$ cat src/rtl/ping_sequencer_pkg.sv
// rtl/ping_sequencer_pkg.sv - shared types and constants for the phase-ping sequencer
package ping_pkg;

    typedef enum logic [2:0] {
        IDLE,
        FIRE,
        LISTEN,
        ACCUM,
        DONE
    } state_t;

    // Default geometry: period P = 2^PERIOD_W cycles, N = 2^NPING_W pings per measurement
    localparam int DEF_PERIOD_W = 12;
    localparam int DEF_NPING_W  = 8;
    localparam int P            = 1 << DEF_PERIOD_W;
    localparam int N            = 1 << DEF_NPING_W;
    localparam int ACC_W        = DEF_PERIOD_W + DEF_NPING_W;

    // Timestamp of the last LISTEN cycle; the following cycle (P-1) is ACCUM
    localparam int LAST_LISTEN_K = P - 2;

    function automatic int last_listen_k(input int period_w);
        return (1 << period_w) - 2;
    endfunction

endpackage

$ cat src/rtl/ping_sequencer_if.sv
// rtl/ping_sequencer_if.sv - control, echo and result handshake bundle of the ping sequencer
interface ping_sequencer_if #(
    parameter int PERIOD_W = 12,
    parameter int NPING_W  = 8
);
    localparam int ACC_W = PERIOD_W + NPING_W;

    logic               start;
    logic               abort;
    logic               cont;
    logic               tx_stb;
    logic               tx_busy;
    logic               rx_stb;
    logic               busy;
    logic               res_valid;
    logic               res_ready;
    logic [ACC_W-1:0]   res_first;
    logic [ACC_W-1:0]   res_last;
    logic [NPING_W:0]   res_hits;

    modport master (
        output start, abort, cont, tx_busy, rx_stb, res_ready,
        input  tx_stb, busy, res_valid, res_first, res_last, res_hits
    );

    modport slave (
        input  start, abort, cont, tx_busy, rx_stb, res_ready,
        output tx_stb, busy, res_valid, res_first, res_last, res_hits
    );

endinterface

$ cat src/rtl/ping_sequencer_capture.sv
// rtl/ping_sequencer_capture.sv - per-ping timestamp counter with first/last echo capture
module ping_capture #(
    parameter int PERIOD_W = 12
) (
    input  logic                clk,
    input  logic                rst,
    input  logic                clear,
    input  logic                en,
    input  logic                rx_stb,
    input  logic                tx_busy,
    output logic [PERIOD_W-1:0] ts,
    output logic [PERIOD_W-1:0] first,
    output logic [PERIOD_W-1:0] last,
    output logic                got
);

    // clear marks the tx_stb cycle (k=0) so the first enabled cycle is k=1; echoes are masked while tx_busy
    always_ff @(posedge clk) begin
        if (rst) begin
            ts    <= '0;
            first <= '0;
            last  <= '0;
            got   <= 1'b0;
        end else if (clear) begin
            ts    <= PERIOD_W'(1);
            first <= '0;
            last  <= '0;
            got   <= 1'b0;
        end else if (en) begin
            ts <= ts + PERIOD_W'(1);
            if (rx_stb && !tx_busy) begin
                if (!got) begin
                    first <= ts;
                    got   <= 1'b1;
                end
                last <= ts;
            end
        end
    end

endmodule

$ cat src/rtl/ping_sequencer.sv
// rtl/ping_sequencer.sv - ping burst FSM, echo timestamp accumulation and result handshake
module ping_sequencer
    import ping_pkg::*;
#(
    parameter int PERIOD_W = DEF_PERIOD_W,
    parameter int NPING_W  = DEF_NPING_W
) (
    input  logic            clk,
    input  logic            rst,
    ping_sequencer_if.slave bus
);

    localparam int                  A_W    = PERIOD_W + NPING_W;
    localparam logic [PERIOD_W-1:0] LAST_K = PERIOD_W'(last_listen_k(PERIOD_W));

    state_t               state;
    logic [NPING_W-1:0]   ping_cnt;
    logic [A_W-1:0]       acc_first;
    logic [A_W-1:0]       acc_last;
    logic [NPING_W:0]     hits;
    logic                 tx_stb_q;
    logic                 busy_q;
    logic                 res_valid_q;

    logic [PERIOD_W-1:0]  ts;
    logic [PERIOD_W-1:0]  cap_first;
    logic [PERIOD_W-1:0]  cap_last;
    logic                 cap_got;

    ping_capture #(.PERIOD_W(PERIOD_W)) u_capture (
        .clk     (clk),
        .rst     (rst),
        .clear   (state == FIRE),
        .en      (state == LISTEN),
        .rx_stb  (bus.rx_stb),
        .tx_busy (bus.tx_busy),
        .ts      (ts),
        .first   (cap_first),
        .last    (cap_last),
        .got     (cap_got)
    );

    // Sequencer FSM; tx_stb/busy/res_valid are registered alongside the state they belong to
    always_ff @(posedge clk) begin
        if (rst) begin
            state       <= IDLE;
            ping_cnt    <= '0;
            acc_first   <= '0;
            acc_last    <= '0;
            hits        <= '0;
            tx_stb_q    <= 1'b0;
            busy_q      <= 1'b0;
            res_valid_q <= 1'b0;
        end else if (bus.abort) begin
            state       <= IDLE;
            ping_cnt    <= '0;
            acc_first   <= '0;
            acc_last    <= '0;
            hits        <= '0;
            tx_stb_q    <= 1'b0;
            busy_q      <= 1'b0;
            res_valid_q <= 1'b0;
        end else begin
            case (state)
                IDLE: begin
                    if (bus.start) begin
                        state    <= FIRE;
                        tx_stb_q <= 1'b1;
                        busy_q   <= 1'b1;
                    end
                end
                FIRE: begin
                    tx_stb_q <= 1'b0;
                    state    <= LISTEN;
                end
                LISTEN: begin
                    if (ts == LAST_K) begin
                        state <= ACCUM;
                    end
                end
                ACCUM: begin
                    if (cap_got) begin
                        acc_first <= acc_first + A_W'(cap_first);
                        acc_last  <= acc_last + A_W'(cap_last);
                        hits      <= hits + (NPING_W+1)'(1);
                    end
                    ping_cnt <= ping_cnt + NPING_W'(1);
                    if (&ping_cnt) begin
                        state       <= DONE;
                        busy_q      <= 1'b0;
                        res_valid_q <= 1'b1;
                    end else begin
                        state    <= FIRE;
                        tx_stb_q <= 1'b1;
                    end
                end
                DONE: begin
                    if (bus.res_ready) begin
                        res_valid_q <= 1'b0;
                        ping_cnt    <= '0;
                        acc_first   <= '0;
                        acc_last    <= '0;
                        hits        <= '0;
                        if (bus.cont) begin
                            state    <= FIRE;
                            tx_stb_q <= 1'b1;
                            busy_q   <= 1'b1;
                        end else begin
                            state <= IDLE;
                        end
                    end
                end
                default: begin
                    state <= IDLE;
                end
            endcase
        end
    end

    assign bus.tx_stb    = tx_stb_q;
    assign bus.busy      = busy_q;
    assign bus.res_valid = res_valid_q;
    assign bus.res_first = acc_first;
    assign bus.res_last  = acc_last;
    assign bus.res_hits  = hits;

endmodule
$ cat src/flat_wrapper.sv
// flat-port wrapper written by rule: the top's interface ports become plain ports
module ping_sequencer_flat import ping_pkg::*;
#(
    parameter int PERIOD_W = DEF_PERIOD_W,
    parameter int NPING_W  = DEF_NPING_W
)
  (clk, rst, bus_start, bus_abort, bus_cont, bus_tx_busy, bus_rx_stb, bus_res_ready, bus_tx_stb, bus_busy, bus_res_valid, bus_res_first, bus_res_last, bus_res_hits);
  ping_sequencer_if #(.PERIOD_W(PERIOD_W), .NPING_W(NPING_W)) bus_i ();
  input  logic clk;
  input  logic rst;
  input wire logic [$bits(bus_i.start)-1:0] bus_start;
  input wire logic [$bits(bus_i.abort)-1:0] bus_abort;
  input wire logic [$bits(bus_i.cont)-1:0] bus_cont;
  input wire logic [$bits(bus_i.tx_busy)-1:0] bus_tx_busy;
  input wire logic [$bits(bus_i.rx_stb)-1:0] bus_rx_stb;
  input wire logic [$bits(bus_i.res_ready)-1:0] bus_res_ready;
  output wire logic [$bits(bus_i.tx_stb)-1:0] bus_tx_stb;
  output wire logic [$bits(bus_i.busy)-1:0] bus_busy;
  output wire logic [$bits(bus_i.res_valid)-1:0] bus_res_valid;
  output wire logic [$bits(bus_i.res_first)-1:0] bus_res_first;
  output wire logic [$bits(bus_i.res_last)-1:0] bus_res_last;
  output wire logic [$bits(bus_i.res_hits)-1:0] bus_res_hits;
  assign bus_i.start = bus_start;
  assign bus_i.abort = bus_abort;
  assign bus_i.cont = bus_cont;
  assign bus_i.tx_busy = bus_tx_busy;
  assign bus_i.rx_stb = bus_rx_stb;
  assign bus_i.res_ready = bus_res_ready;
  assign bus_tx_stb = bus_i.tx_stb;
  assign bus_busy = bus_i.busy;
  assign bus_res_valid = bus_i.res_valid;
  assign bus_res_first = bus_i.res_first;
  assign bus_res_last = bus_i.res_last;
  assign bus_res_hits = bus_i.res_hits;
  ping_sequencer #(.PERIOD_W(PERIOD_W), .NPING_W(NPING_W)) u_core (.clk(clk), .rst(rst), .bus(bus_i));
endmodule
$ cat config.mk
export PLATFORM = sky130hd
export DESIGN_NAME = ping_sequencer_flat
export DESIGN_NICKNAME = d
export VERILOG_FILES = /design/src/rtl/ping_sequencer_pkg.sv /design/src/rtl/ping_sequencer_if.sv /design/src/rtl/ping_sequencer_capture.sv /design/src/rtl/ping_sequencer.sv /design/src/flat_wrapper.sv
export SDC_FILE = /design/constraint.sdc
export NUM_CORES = 1
export LEC_CHECK = 0
export BUFFER_PORTS_ARGS = -buffer_cell sky130_fd_sc_hd__buf_2
export CORE_UTILIZATION = 30
export DETAILED_ROUTE_END_ITERATION = 8
export GPL_ROUTABILITY_DRIVEN = 0
export HOLD_SLACK_MARGIN = 0.05
export PLACE_DENSITY = 0.55
export SYNTH_ARGS = -nofsm -noshare
export SYNTH_HDL_FRONTEND = slang
export SYNTH_SLANG_ARGS = --single-unit
$ cat constraint.sdc
create_clock -name clk -period 3.3 [get_ports clk]
set_clock_uncertainty 0.2 [all_clocks]
set_input_delay 0.66 -clock clk [delete_from_list [all_inputs] [get_ports clk]]
set_output_delay 0.66 -clock clk [all_outputs]
set_load 0.01 [all_outputs]
; After elaboration in Yosys (flattened, before gate mapping)
; Index checks and enable logic that the tools add are counted.
[op_classes]
addsub = 5
n_eq_ne = 12
mux = 28
n_bitwise = 1
n_reduce_logical = 18
[ops]
columns = operator, n
row1 = 20-bit one-hot mux with 2 select lines, 2
row2 = 20-bit 2-to-1 mux, 3
row3 = 20-bit by 12-bit adder with 20-bit output, 2
row4 = 9-bit 2-to-1 mux, 2
row5 = 9-bit one-hot mux with 2 select lines, 1
row6 = 8-bit one-hot mux with 2 select lines, 1
row7 = 3-bit one-hot mux with 5 select lines, 1
row8 = 12-bit by 1-bit adder with 12-bit output (second input constant), 1
row9 = 12-bit == test (second input constant), 1
row10 = 3-bit 2-to-1 mux, 4
row11 = 3-bit AND reduction, 4
row12 = 1-bit 2-to-1 mux, 10
row13 = 2-bit != test (second input constant), 5
row14 = 5-bit AND reduction, 2
row15 = 9-bit by 1-bit adder with 9-bit output (second input constant), 1
row16 = 8-bit by 1-bit adder with 8-bit output (second input constant), 1
row17 = 8-bit 2-to-1 mux, 1
row18 = 8-bit AND reduction, 1
row19 = 3-bit by 2-bit == test with 1-bit output (second input constant), 2
row20 = 2-bit by 1-bit != test with 1-bit output (second input constant), 2
row21 = 1-bit one-hot mux with 4 select lines, 1
row22 = 2-bit AND reduction, 2
row23 = 2-bit nonzero test, 2
row24 = 4-bit nonzero test, 1
row25 = other kinds (10), 11
[totals]
regBits = 100
output_inout_bits = 52

; Longest topological paths before layout
[logic_depth]
depth_word = 3
mapped_depth = 9
mapped_depth_nobuf = 9

; Modules after synthesis
; From an unflattened synthesis, not the netlist that was laid out.
[hier_totals]
cells_unflattened = 589
hier_area_um2 = 5036.1
[modules_own_cells]
columns = mod, n_inst, cells_each, area_per_inst_um2, seq_area_each_um2
row1 = ping_sequencer, 1, 418, 3585.9, 1261.2
row2 = ping_capture, 1, 171, 1450.1, 740.7

; Least setup slack after synthesis
; OpenSTA, ideal clock, no wires.
[synth_timing]
path_kind = reg2reg
startpoint = reg u_core.acc_last[0], in the netlist u_core.bus.res_last[0]
endpoint = reg u_core.acc_last[14], in the netlist u_core.bus.res_last[14]
setup_ps = 115
t_arrival_ps = 2255
t_required_ps = 2985
path_slack_ps = 730
path_stages_with_launch = 10
path_buffers = 0
synth_period_minus_slack_ps = 2570
path_cell_list = dfxtp_1 ha_1 inv_1 fa_1 nor2b_1 o211ai_1 a31oi_1 o221ai_1 o31a_1 o21a_1
[synth_via]
elab_chain_cells = 3
[synth_lines]
columns = item, line
row1 = from (decl), ping_sequencer.sv:19  ; logic [A_W-1:0] acc_last;
row2 = from (signal assigned), ping_sequencer.sv:84  ; acc_last <= acc_last + A_W'(cap_last);
row3 = 20-bit by 12-bit adder with 20-bit output, ping_sequencer.sv:84
row4 = 20-bit 2-to-1 mux, ping_sequencer.sv:82  ; if (cap_got) begin
row5 = 20-bit one-hot mux with 2 select lines, ping_sequencer.sv:64  ; case (state)
; Every way passes these cells. The select of a mux whose other input is x is not followed.
; A chain may end at the register's enable or synchronous reset.

; Worst setup path in the final report
; Ends and elaborated chain as after synthesis.

==> summary.md <==
| Metric | Value |
|---|---|
| Largest area contributor in the netlist | dfxtp_1 |
| Crit path required time | 3.34 ns |
| Fraction of layout cells with a size suffix above 1 | 13.6% |
| H-tree depth | 3 |
| PostCTS Resize Cnt | 0 |
| DP Wirelength | 9.15 mm |
| Worst EP arrival | 2.95 ns |
| Die area | 0.0173 mm2 |
| Slew HR | 45.7% |
| DR DRC count | 0 |
| N_diodes | 0 |
| Initial DRT Pass Iterations | 4 |
| CP max FO | 7 |
| Via count | 4406 |
| Combinational family with the most area after synthesis | simple AND/OR/NAND/NOR gates |
| Peak supply drop | 0.000223 V |
| DP Cell Count | 865 |
| Worst hold path type | register to register |
| WHS | 0.262 ns |
| Compound-Gate Fraction of Synth Area | 18.4% |
| Die Wd | 132 um |
| Simple-Gate Fraction of Synth Area | 23.3% |
| Final Hold Vio Count | 0 |
| Status | completed |
| Remaining Overflow, GRT | 0 |
| All-layer global routing usage | 14.5% |
| Fin util | 35.2% |
| RSZ-0062 raised after global routing | false |
| Core area | 0.0165 mm2 |
| Ports | 60 |
| Yosys cell types | 53 |
| Initial Utilization | 30.5% |
| Clk Latency, worst-skew pair | 0.35 ns |
| Crit share post-route | 88.2% |
| Non-Filler Instances | 881 |
| CTS max path bufs | 2 |
| Post-Syn Area per Cell | 8.35 um2 |
| Fin crit period | 2.91 ns |
| Fmax achieved | 344 MHz |
| Finish-stage setup viols | 0 |
| Crit path kind | register to register |
| Lkg Pwr | 2.34 nW |
| Xor-xnor portion of the synthesized cell area | 6.42% |
| CTS sink cnt | 100 |
| Antenna Nets Post-Route | 0 |
| Post-synth top flop | dfxtp_1 |
| Hold buffer count at cts | 0 |
| Layout Nets | 694 |
| Synthesized instance count | 604 |
| Vias in the first global route | 4190 |
| Synth area leaders | dfxtp_1 (40%), ha_1 (6.9%), nand2_1 (6.9%) |
| Placement Setup Slack | 0.394 ns |
| Port Buffers | 59 |
| Via density | 5.00 |
| Postcts setup bufs | 0 |
| CTS tree | done |
| Synth top area share | 39.7% |
| Net Count, Synth | 642 |
| Height of the chip | 132 um |
| First DRT Iteration DRCs | 286 |
| # rows | 47 |
| Initial antenna violation count | 0 |
| Synth Area in Adders | 7.74% |
| Async SR Flop Fraction | 0% |
| CTS clock-pin slew for the worst setup and hold paths | 0.07 ns |
| Fin worst setup slack | 0.391 ns |
| Post-synth EDFFs | 0 |
| Top-count cell post-synth | dfxtp_1 |
| Root buf cell | clkbuf_16 |
| Most frequent cells after synthesis | dfxtp_1 (100), nand2_1 (93), a21oi_1 (65), nor2_1 (54), ha_1 (28) |
| Seq/Total Area, Yosys | 39.7% |
| Worst Max-Slew Pin Slew | 0.812 ns |
| Routed wire length | 12.4 mm |
| Layout fillers | 1731 |
| MaxCap Viol Count | 0 |
| Crit. End Element | register |
| Mapped cell area | 0.00505 mm2 |
| Slew Limit Fails | 0 |
| Multiplexer share of the synthesized area | 0.818% |
| Average wire per standard cell | 14.0 um |
| Setup TNS | 0 ns |
| Seq cells post-synth | 100 |
| Yosys warns | 0 |
| Startpoint Class | register |
| Global-route wire length before repair | 20.5 mm |
| Layout Area Growth over Synthesis | 15.3% |
| TritonCTS Buffers | 9 |
| Largest net degree at the start of global routing | 37 |
| PwrDens | 393 mW/mm2 |
[placed cells by master (no fill, tap or decap), types with 3 or more instances in the layout]
master	count
o211ai_1	4
and3_1	6
nand2_1	93
o21ai_0	25
buf_2	59
nor2_1	54
or3_1	14
mux2i_1	3
a22oi_1	7
xnor2_1	20
xor2_1	17
a211oi_1	4
a21oi_1	65
o21a_1	9
nor3_1	10
a22o_1	7
nor2b_1	4
nand3_1	18
a21o_1	10
or2_2	5
clkbuf_16	9
nand2b_1	4
or4_1	4
buf_4	6
o31ai_1	4
nand4_1	12
dfxtp_1	100
nand3b_1	4
a31oi_1	6
ha_1	28
inv_1	16
[per-layer routing]
| layer | up-vias | GRT usage [%] | routed length [um] |
|---|---|---|---|
| met5 | - | 0 | 0 |
| met4 | 0 | 5.62 | 203 |
| met1 | 2077 | 18.2 | 5920 |
| met2 | 71 | 24.5 | 5840 |
| li1 | 2243 | - | - |
| met3 | 15 | 2.82 | 403 |
[final timing paths]
check	start	endpoint	slack (ns)	cells past startpoint
setup / recovery	u_core.bus.res_last[0]	u_core.bus.res_last[14]	0.39	9
hold / removal	u_core.bus.res_last[19]	u_core.bus.res_last[19]	0.26	2
setup reg to reg	u_core.bus.res_last[0]	u_core.bus.res_last[14]	0.39	9
hold reg to reg	u_core.bus.res_last[19]	u_core.bus.res_last[19]	0.26	2
[critical path, stage by stage, from the launching register on]
cell,delay (ns)
dfxtp_1,0.36
ha_1,0.20
inv_1,0.07
fa_1,0.41
nor2b_1,0.17
o211ai_1,0.13
a31oi_1,0.36
o221ai_1,0.35
o31a_1,0.37
o21a_1,0.18
[metrics by stage]
stage               power [mW]  area [um2]
floorplan                 1.28        5050
global placement          1.30        5540
detailed placement        1.30        5540
CTS                       2.31        5820
global route              2.37        5820
finish                    2.29        5820
[state kept, by name (all words and copies together), names as in the netlist]
name                    count
u_core.bus.res_hits         9
u_core.bus.tx_stb           1
u_core.u_capture.ts        12
u_core.ping_cnt             8
u_core.bus.busy             1
u_core.u_capture.last      12
u_core.u_capture.first     12
u_core.bus.res_last        20
u_core.state                3
u_core.u_capture.got        1
u_core.bus.res_first       20
u_core.bus.res_valid        1
[layout make-up]
class | instances | area, um2 | share of cell area, %
Multi-Input combinational cell | 464 | 2860 | 49.2
Sequential cell | 100 | 2000 | 34.4
Timing Repair Buffer | 65 | 340 | 5.85
Tap cell | 220 | 275 | 4.73
Clock buffer | 13 | 260 | 4.47
Inverter | 16 | 60.1 | 1.03
Clock inverter | 3 | 21.3 | 0.366
[cell families after synthesis]
kind of cell,after synthesis
simple gates,241
compound gates,152
flops,100
buf+inv,40
xor+xnor,37
fa+ha+maj,30
mux,4
[power by group]
group          switching (mW)  total, mW  internal, mW
Clock                   0.460       1.01         0.554
Sequential            0.00711       1.22          1.21
Combinational          0.0379     0.0538        0.0159
Total                   0.505       2.29          1.78
Power figures use the tool's default switching activity.
